$ cat src/rtl/matrix_alu_seq.sv
// Sequential matrix ALU: streams in A (and B), computes one element or one MAC
// per cycle, and streams the saturated result matrix out row-major.
module matrix_alu_seq #(
   parameter int DATA_W = 8,
   parameter int MAX_N  = 5
) (
   input  logic              clk,
   input  logic              rst_n,
   input  logic              start,
   input  logic [2:0]        op,
   input  logic [2:0]        size,
   input  logic [DATA_W-1:0] scalar,
   input  logic              in_valid,
   output logic              in_ready,
   input  logic [DATA_W-1:0] in_data,
   output logic              out_valid,
   input  logic              out_ready,
   output logic [DATA_W-1:0] out_data,
   output logic              out_last,
   output logic              busy,
   output logic              done,
   output logic              err,
   output logic              ovf
);

   // state     | meaning
   // S_IDLE    | waiting for start, command fields latched here
   // S_LOAD_A  | accepting N*N elements of A
   // S_LOAD_B  | accepting N*N elements of B (add/sub/mult only)
   // S_COMPUTE | one result element (or one MAC for multM) per cycle
   // S_OUT     | streaming R under out_valid/out_ready
   // S_FIN     | single done cycle, then back to idle
   localparam logic [2:0] S_IDLE    = 3'd0;
   localparam logic [2:0] S_LOAD_A  = 3'd1;
   localparam logic [2:0] S_LOAD_B  = 3'd2;
   localparam logic [2:0] S_COMPUTE = 3'd3;
   localparam logic [2:0] S_OUT     = 3'd4;
   localparam logic [2:0] S_FIN     = 3'd5;

   localparam logic [2:0] OP_ADD = 3'b000;
   localparam logic [2:0] OP_SUB = 3'b001;
   localparam logic [2:0] OP_MUL = 3'b010;
   localparam logic [2:0] OP_MRS = 3'b011;
   localparam logic [2:0] OP_DET = 3'b100;
   localparam logic [2:0] OP_TRN = 3'b101;
   localparam logic [2:0] OP_NEG = 3'b110;
   localparam logic [2:0] OP_RST = 3'b111;

   localparam int AW    = 2*DATA_W + 3;
   localparam int DEPTH = MAX_N*MAX_N;
   localparam int IW    = (DEPTH > 1) ? $clog2(DEPTH) : 1;
   localparam logic signed [AW-1:0] SAT_MAX = AW'((2**(DATA_W-1)) - 1);
   localparam logic signed [AW-1:0] SAT_MIN = ~SAT_MAX;

   logic [2:0]               state_q, state_d;
   logic [2:0]               op_q, op_d;
   logic [2:0]               n_q, n_d;
   logic signed [DATA_W-1:0] scalar_q, scalar_d;
   logic [IW-1:0]            cnt_q, cnt_d;
   logic [2:0]               i_q, i_d, j_q, j_d, k_q, k_d;
   logic signed [AW-1:0]     acc_q, acc_d;
   logic                     err_q, err_d, ovf_q, ovf_d;

   logic signed [DATA_W-1:0] a_q [DEPTH];
   logic signed [DATA_W-1:0] b_q [DEPTH];
   logic signed [DATA_W-1:0] r_q [DEPTH];

   logic [2:0]           n_m1;
   logic [IW-1:0]        last_idx, idx_ij, idx_ji, idx_ik, idx_kj;
   logic                 need_b, bad_cmd, r_we, soft_clr, step_ij, sat_hit;
   logic signed [AW-1:0] acc_sum, res_w;
   logic [DATA_W-1:0]    r_val;

   assign n_m1     = n_q - 3'd1;
   assign last_idx = IW'(n_q) * IW'(n_q) - IW'(1);
   assign idx_ij   = IW'(i_q) * IW'(n_q) + IW'(j_q);
   assign idx_ji   = IW'(j_q) * IW'(n_q) + IW'(i_q);
   assign idx_ik   = IW'(i_q) * IW'(n_q) + IW'(k_q);
   assign idx_kj   = IW'(k_q) * IW'(n_q) + IW'(j_q);
   assign need_b   = (op_q == OP_ADD) || (op_q == OP_SUB) || (op_q == OP_MUL);
   assign bad_cmd  = (size == 3'd0) || (32'(size) > MAX_N) || (op == OP_DET);
   assign acc_sum  = acc_q + AW'(a_q[idx_ik]) * AW'(b_q[idx_kj]);

   // Wide result for the current element, then clamp to the element range
   always_comb begin
      res_w = '0;
      case (op_q)
         OP_ADD:  res_w = AW'(a_q[idx_ij]) + AW'(b_q[idx_ij]);
         OP_SUB:  res_w = AW'(a_q[idx_ij]) + (~AW'(b_q[idx_ij]) + AW'(1));
         OP_MUL:  res_w = acc_sum;
         OP_MRS:  res_w = AW'(scalar_q) * AW'(a_q[idx_ij]);
         OP_TRN:  res_w = AW'(a_q[idx_ji]);
         OP_NEG:  res_w = -AW'(a_q[idx_ij]);
         default: res_w = '0;
      endcase
      sat_hit = (res_w > SAT_MAX) || (res_w < SAT_MIN);
      if (res_w > SAT_MAX)      r_val = SAT_MAX[DATA_W-1:0];
      else if (res_w < SAT_MIN) r_val = SAT_MIN[DATA_W-1:0];
      else                      r_val = res_w[DATA_W-1:0];
   end

   // Sequencer next-state: command decode, load/compute/output counters
   always_comb begin
      state_d  = state_q;
      op_d     = op_q;
      n_d      = n_q;
      scalar_d = scalar_q;
      cnt_d    = cnt_q;
      i_d      = i_q;
      j_d      = j_q;
      k_d      = k_q;
      acc_d    = acc_q;
      err_d    = err_q;
      ovf_d    = ovf_q;
      r_we     = 1'b0;
      soft_clr = 1'b0;
      step_ij  = 1'b0;
      case (state_q)
         S_IDLE: if (start) begin
            op_d     = op;
            n_d      = size;
            scalar_d = scalar;
            cnt_d    = '0;
            err_d    = 1'b0;
            ovf_d    = 1'b0;
            if (op == OP_RST) begin
               soft_clr = 1'b1;
               state_d  = S_FIN;
            end else if (bad_cmd) begin
               err_d   = 1'b1;
               state_d = S_FIN;
            end else begin
               state_d = S_LOAD_A;
            end
         end
         S_LOAD_A, S_LOAD_B: if (in_valid) begin
            if (cnt_q == last_idx) begin
               cnt_d   = '0;
               i_d     = '0;
               j_d     = '0;
               k_d     = '0;
               acc_d   = '0;
               state_d = (state_q == S_LOAD_A && need_b) ? S_LOAD_B : S_COMPUTE;
            end else begin
               cnt_d = cnt_q + IW'(1);
            end
         end
         S_COMPUTE: begin
            if (op_q == OP_MUL) begin
               if (k_q == n_m1) begin
                  r_we    = 1'b1;
                  step_ij = 1'b1;
                  acc_d   = '0;
                  k_d     = '0;
               end else begin
                  acc_d = acc_sum;
                  k_d   = k_q + 3'd1;
               end
            end else begin
               r_we    = 1'b1;
               step_ij = 1'b1;
            end
            if (r_we && sat_hit) ovf_d = 1'b1;
            if (step_ij) begin
               if (j_q == n_m1) begin
                  j_d = '0;
                  if (i_q == n_m1) begin
                     state_d = S_OUT;
                     cnt_d   = '0;
                  end else begin
                     i_d = i_q + 3'd1;
                  end
               end else begin
                  j_d = j_q + 3'd1;
               end
            end
         end
         S_OUT: if (out_ready) begin
            if (cnt_q == last_idx) state_d = S_FIN;
            else                   cnt_d   = cnt_q + IW'(1);
         end
         S_FIN:   state_d = S_IDLE;
         default: state_d = S_IDLE;
      endcase
   end

   // Control registers, cleared asynchronously
   always_ff @(posedge clk or negedge rst_n) begin
      if (!rst_n) begin
         state_q  <= S_IDLE;
         op_q     <= '0;
         n_q      <= '0;
         scalar_q <= '0;
         cnt_q    <= '0;
         i_q      <= '0;
         j_q      <= '0;
         k_q      <= '0;
         acc_q    <= '0;
         err_q    <= 1'b0;
         ovf_q    <= 1'b0;
      end else begin
         state_q  <= state_d;
         op_q     <= op_d;
         n_q      <= n_d;
         scalar_q <= scalar_d;
         cnt_q    <= cnt_d;
         i_q      <= i_d;
         j_q      <= j_d;
         k_q      <= k_d;
         acc_q    <= acc_d;
         err_q    <= err_d;
         ovf_q    <= ovf_d;
      end
   end

   // Matrix buffers: no reset, contents are always rewritten before use
   always_ff @(posedge clk) begin
      if (soft_clr) begin
         for (int e = 0; e < DEPTH; e++) begin
            a_q[e] <= '0;
            b_q[e] <= '0;
            r_q[e] <= '0;
         end
      end else begin
         if (state_q == S_LOAD_A && in_valid) a_q[cnt_q] <= in_data;
         if (state_q == S_LOAD_B && in_valid) b_q[cnt_q] <= in_data;
         if (r_we)                            r_q[idx_ij] <= r_val;
      end
   end

   assign in_ready  = (state_q == S_LOAD_A) || (state_q == S_LOAD_B);
   assign out_valid = (state_q == S_OUT);
   assign out_last  = out_valid && (cnt_q == last_idx);
   assign out_data  = out_valid ? r_q[cnt_q] : '0;
   assign busy      = (state_q != S_IDLE);
   assign done      = (state_q == S_FIN);
   assign err       = err_q;
   assign ovf       = ovf_q;

endmodule

$ cat config.mk
export PLATFORM = sky130hd
export DESIGN_NAME = matrix_alu_seq
export DESIGN_NICKNAME = d
export VERILOG_FILES = /design/src/rtl/matrix_alu_seq.sv
export SDC_FILE = /design/constraint.sdc
export NUM_CORES = 2
export LEC_CHECK = 0
export CAP_MARGIN = 20
export CORE_MARGIN = 2
export CORE_UTILIZATION = 45
export CTS_BUF_LIST = sky130_fd_sc_hd__clkbuf_4
export DETAILED_ROUTE_END_ITERATION = 16
export GPL_TIMING_DRIVEN = 0
export SYNTH_ARGS = -nofsm -noshare
export SYNTH_HDL_FRONTEND = slang
export SYNTH_SLANG_ARGS = --single-unit
$ cat constraint.sdc
create_clock -name clk -period 12.7 [get_ports clk]
set_clock_uncertainty 0.1 [all_clocks]
set_input_delay 1.905 -clock clk [delete_from_list [all_inputs] [get_ports clk]]
set_output_delay 1.905 -clock clk [all_outputs]
set_load 0.02 [all_outputs]
==> flow_metrics.tcl <==
set metrics [dict create \
    die_h_um 342 \
    worstMarginPinSlew_ns 1.27 \
    synthFlopType "edfxtp_1" \
    ys_ff_latch 820 \
    clock_latency_ns 1.20 \
    die_w_um 342 \
    async_flop_share 0.0634 \
    hp-class "flop to flop" \
    final_nets 4447 \
    required_ns 13.51 \
    netlist-cell-type-count 94 \
    rows 123 \
    syn_inst 3778 \
    grtUsageTotal 0.296 \
    grt_pass1_wl_um 246000 \
    vdd_drop_max_mv 0.306 \
    cp_max_fo 10 \
    ys_seq_area_frac 0.475 \
    synth_area_leaders "edfxtp_1 45%, mux4_2 19%, fa_1 6.1%, and2_1 5.6%, ha_1 3.1%" \
    fp.coreArea_sq_um 113000 \
    postRouteAntennaNets 0 \
    finalCriticalPeriod_ns 12.38 \
    p_leak_nw 21.4 \
    place.port_buffers 41 \
    drt-total-wl_um 171000 \
    n_fill_cell 9735 \
    p_per_area_nw_per_um2 269 \
    cts.clk_slew.worst_paths_ns 0.07 \
    grt_overflow 0 \
    first_global_vias 35142 \
    maxSlewViolCount 0 \
    end_kind "flop" \
    cp_num_buf_inv 9 \
    post-route-period-util 0.975 \
    drc 0 \
    io_pins 42 \
    htreeDepth 4 \
    avgSynthCellArea_sq_um 13.6 \
    cp.arrival_ns 13.20 \
    critical_path_class "flop to flop" \
    cpMostUsedCell "fa_1" \
    cts_root_buffer "clkbuf_4" \
    syn2layout_area_growth_pct 11.8 \
    antenna_found_initial 8 \
    layout-drive-gt1-share 0.232 \
    clock-sinks 820 \
    cpMaxStageDelayCell "clkdlybuf4s15_1" \
    synth_top_area_cell "edfxtp_1" \
    dieArea_sq_um 117000 \
    slew_headroom 0.155 \
    cts_hold_buf 0 \
    initial_core_util 0.454 \
    cts_made_buffers 212 \
    yosysWarnings 0 \
    first_iter_violations 4537 \
    outcome "finished clean" \
    tritoncts "done" \
    slowest_delay_ns 0.94 \
    synth_top_area_frac 0.450 \
    fin_tns_setup_ns 0 \
    cts.path.max_buffers 3 \
    max_freq_ghz 0.0808 \
    num_vias 35687 \
    routabilityCongestion 0.990 \
    startpoint_type "flop" \
    max_cap_violations 0 \
    wl_per_cell_um 29.5 \
    via_per_inst 6.14 \
    final_common_cell "edfxtp_1" \
    crit_family "adder cells" \
    hpwlAfterDp_um 128000 \
    synth_edf_count 768 \
    synth_fp_nets 4089 \
    hold_violations 0 \
    setup_viol 0 \
    layout_common_cells "768 x edfxtp_1, 457 x and2_1, 440 x mux4_2" \
    grt_start_max_net_pins 31 \
    dr.pass1.iters 7 \
    syn-cell-area_sq_um 51300 \
    totalPowerFinal_w 0.0154 \
]
-- per-stage QoR --
step           area, sq um   util  cells  worst slack, ns  hold WS (ns)
6_report             57300  0.508   5815            0.316         0.396
5_1_grt              57300  0.508   5811        -0.000292         0.426
4_1_cts              56900  0.504   5775          0.00780         0.395
3_5_place_dp         54200  0.481   5390           -0.349         0.379
3_3_place_gp         53500  0.475   5319            -1.54         0.379
2_1_floorplan        51300      -   3778             1.69         0.373
-- what timing repair did --
action                                  4_1_cts  5_1_grt
gates resized for setup                       2       21
setup buffers                                 0       12
pin swaps                                     0        2
endpoints found under the setup margin      224      250
-- layout make-up --
class                           instances  area, sq um  share of cell area
Clock buffer                          279         2090              0.0365
Antenna cell                            8         20.0            0.000349
Buffer                                242         1160              0.0202
Timing Repair Buffer                  144         1400              0.0244
Multi-Input combinational cell       2487        25000               0.436
Sequential cell                       820        24400               0.425
Clock inverter                        106          568             0.00991
Tap cell                             1500         1880              0.0327
Inverter                              229          860              0.0150
-- cell usage after synthesis (6+ instances only) --
| master | instances |
|---|---|
| mux4_2 | 440 |
| xnor2_1 | 42 |
| buf_1 | 34 |
| nor2_1 | 376 |
| nand4_1 | 11 |
| or3_1 | 11 |
| nor3b_1 | 8 |
| a2111oi_0 | 6 |
| and2_1 | 457 |
| clkbuf_1 | 156 |
| inv_1 | 226 |
| o31ai_1 | 8 |
| a21o_1 | 18 |
| nor3_1 | 42 |
| a22oi_1 | 25 |
| edfxtp_1 | 768 |
| a31oi_1 | 27 |
| dfrtp_1 | 52 |
| and3_1 | 11 |
| ha_1 | 129 |
| or2_2 | 35 |
| a221oi_1 | 12 |
| o21bai_1 | 9 |
| a22o_1 | 23 |
| buf_6 | 16 |
| nand2_1 | 234 |
| nand3_1 | 31 |
| mux2i_1 | 44 |
| o211ai_1 | 8 |
| o21ai_0 | 100 |
| nand2b_1 | 13 |
| a21oi_1 | 56 |
| xor2_1 | 19 |
| fa_1 | 155 |
| o22ai_1 | 7 |
| buf_2 | 27 |
| nor2b_1 | 9 |
| a211oi_1 | 12 |
-- power breakdown --
| part | internal, W | switching (W) | leakage [nW] |
|---|---|---|---|
| clock | 0.00110 | 0.00120 | 1.55 |
| combinational | 0.00375 | 0.00600 | 11.7 |
| sequential | 0.00327 | 0.0000871 | 8.13 |
| total | 0.00812 | 0.00729 | 21.4 |
-- state kept, by name (all words and copies together) (netlist names), 5 cells and up --
register,count
a_q,256
scalar_q,8
acc_q,19
b_q,256
r_q,256
cnt_q,5
-- worst min-delay path, stage by stage, from the launching register on --
cell and delay (ns):
dfrtp_1 0.35, nand2_1 0.05, o21ai_0 0.06
-- kinds of logic after synthesis --
kind of cell / share of synthesized area
fa+ha+maj: 0.0920
buf+inv: 0.0391
mux: 0.204
simple gates: 0.125
xor+xnor: 0.0122
compound gates: 0.0521
flops: 0.475
-- per-layer routing --
layer / share of wire / up-vias / GRT usage / routed length, um
li1: - / 14962 / - / -
met1: 0.38 / 18052 / 0.390 / 64900
met2: 0.46 / 2259 / 0.461 / 78900
met3: 0.11 / 410 / 0.0843 / 19700
met4: 0.045 / 4 / 0.124 / 7770
met5: 0.00016 / - / 0 / 28
-- path summary, 6_finish.rpt --
| check | start | endpoint | slack [ns] | depth (start not counted) |
|---|---|---|---|---|
| worst max register to register | n_q[0]$_DFFE_PN0P_ | r_q[26][0]$_DFFE_PP_ | 0.32 | 31 |
| worst max-delay path | n_q[0]$_DFFE_PN0P_ | r_q[26][0]$_DFFE_PP_ | 0.32 | 31 |
| max in group asynchronous | rst_n | scalar_q[0]$_DFFE_PN0P_ | 11.20 | 2 |
| worst min-delay path | err$_DFFE_PN0P_ | err$_DFFE_PN0P_ | 0.40 | 2 |
| min in group asynchronous | rst_n | k_q[2]$_DFFE_PN0P_ | 0.68 | 1 |
| worst min register to register | err$_DFFE_PN0P_ | err$_DFFE_PN0P_ | 0.40 | 2 |
Power figures use the tool's default switching activity.
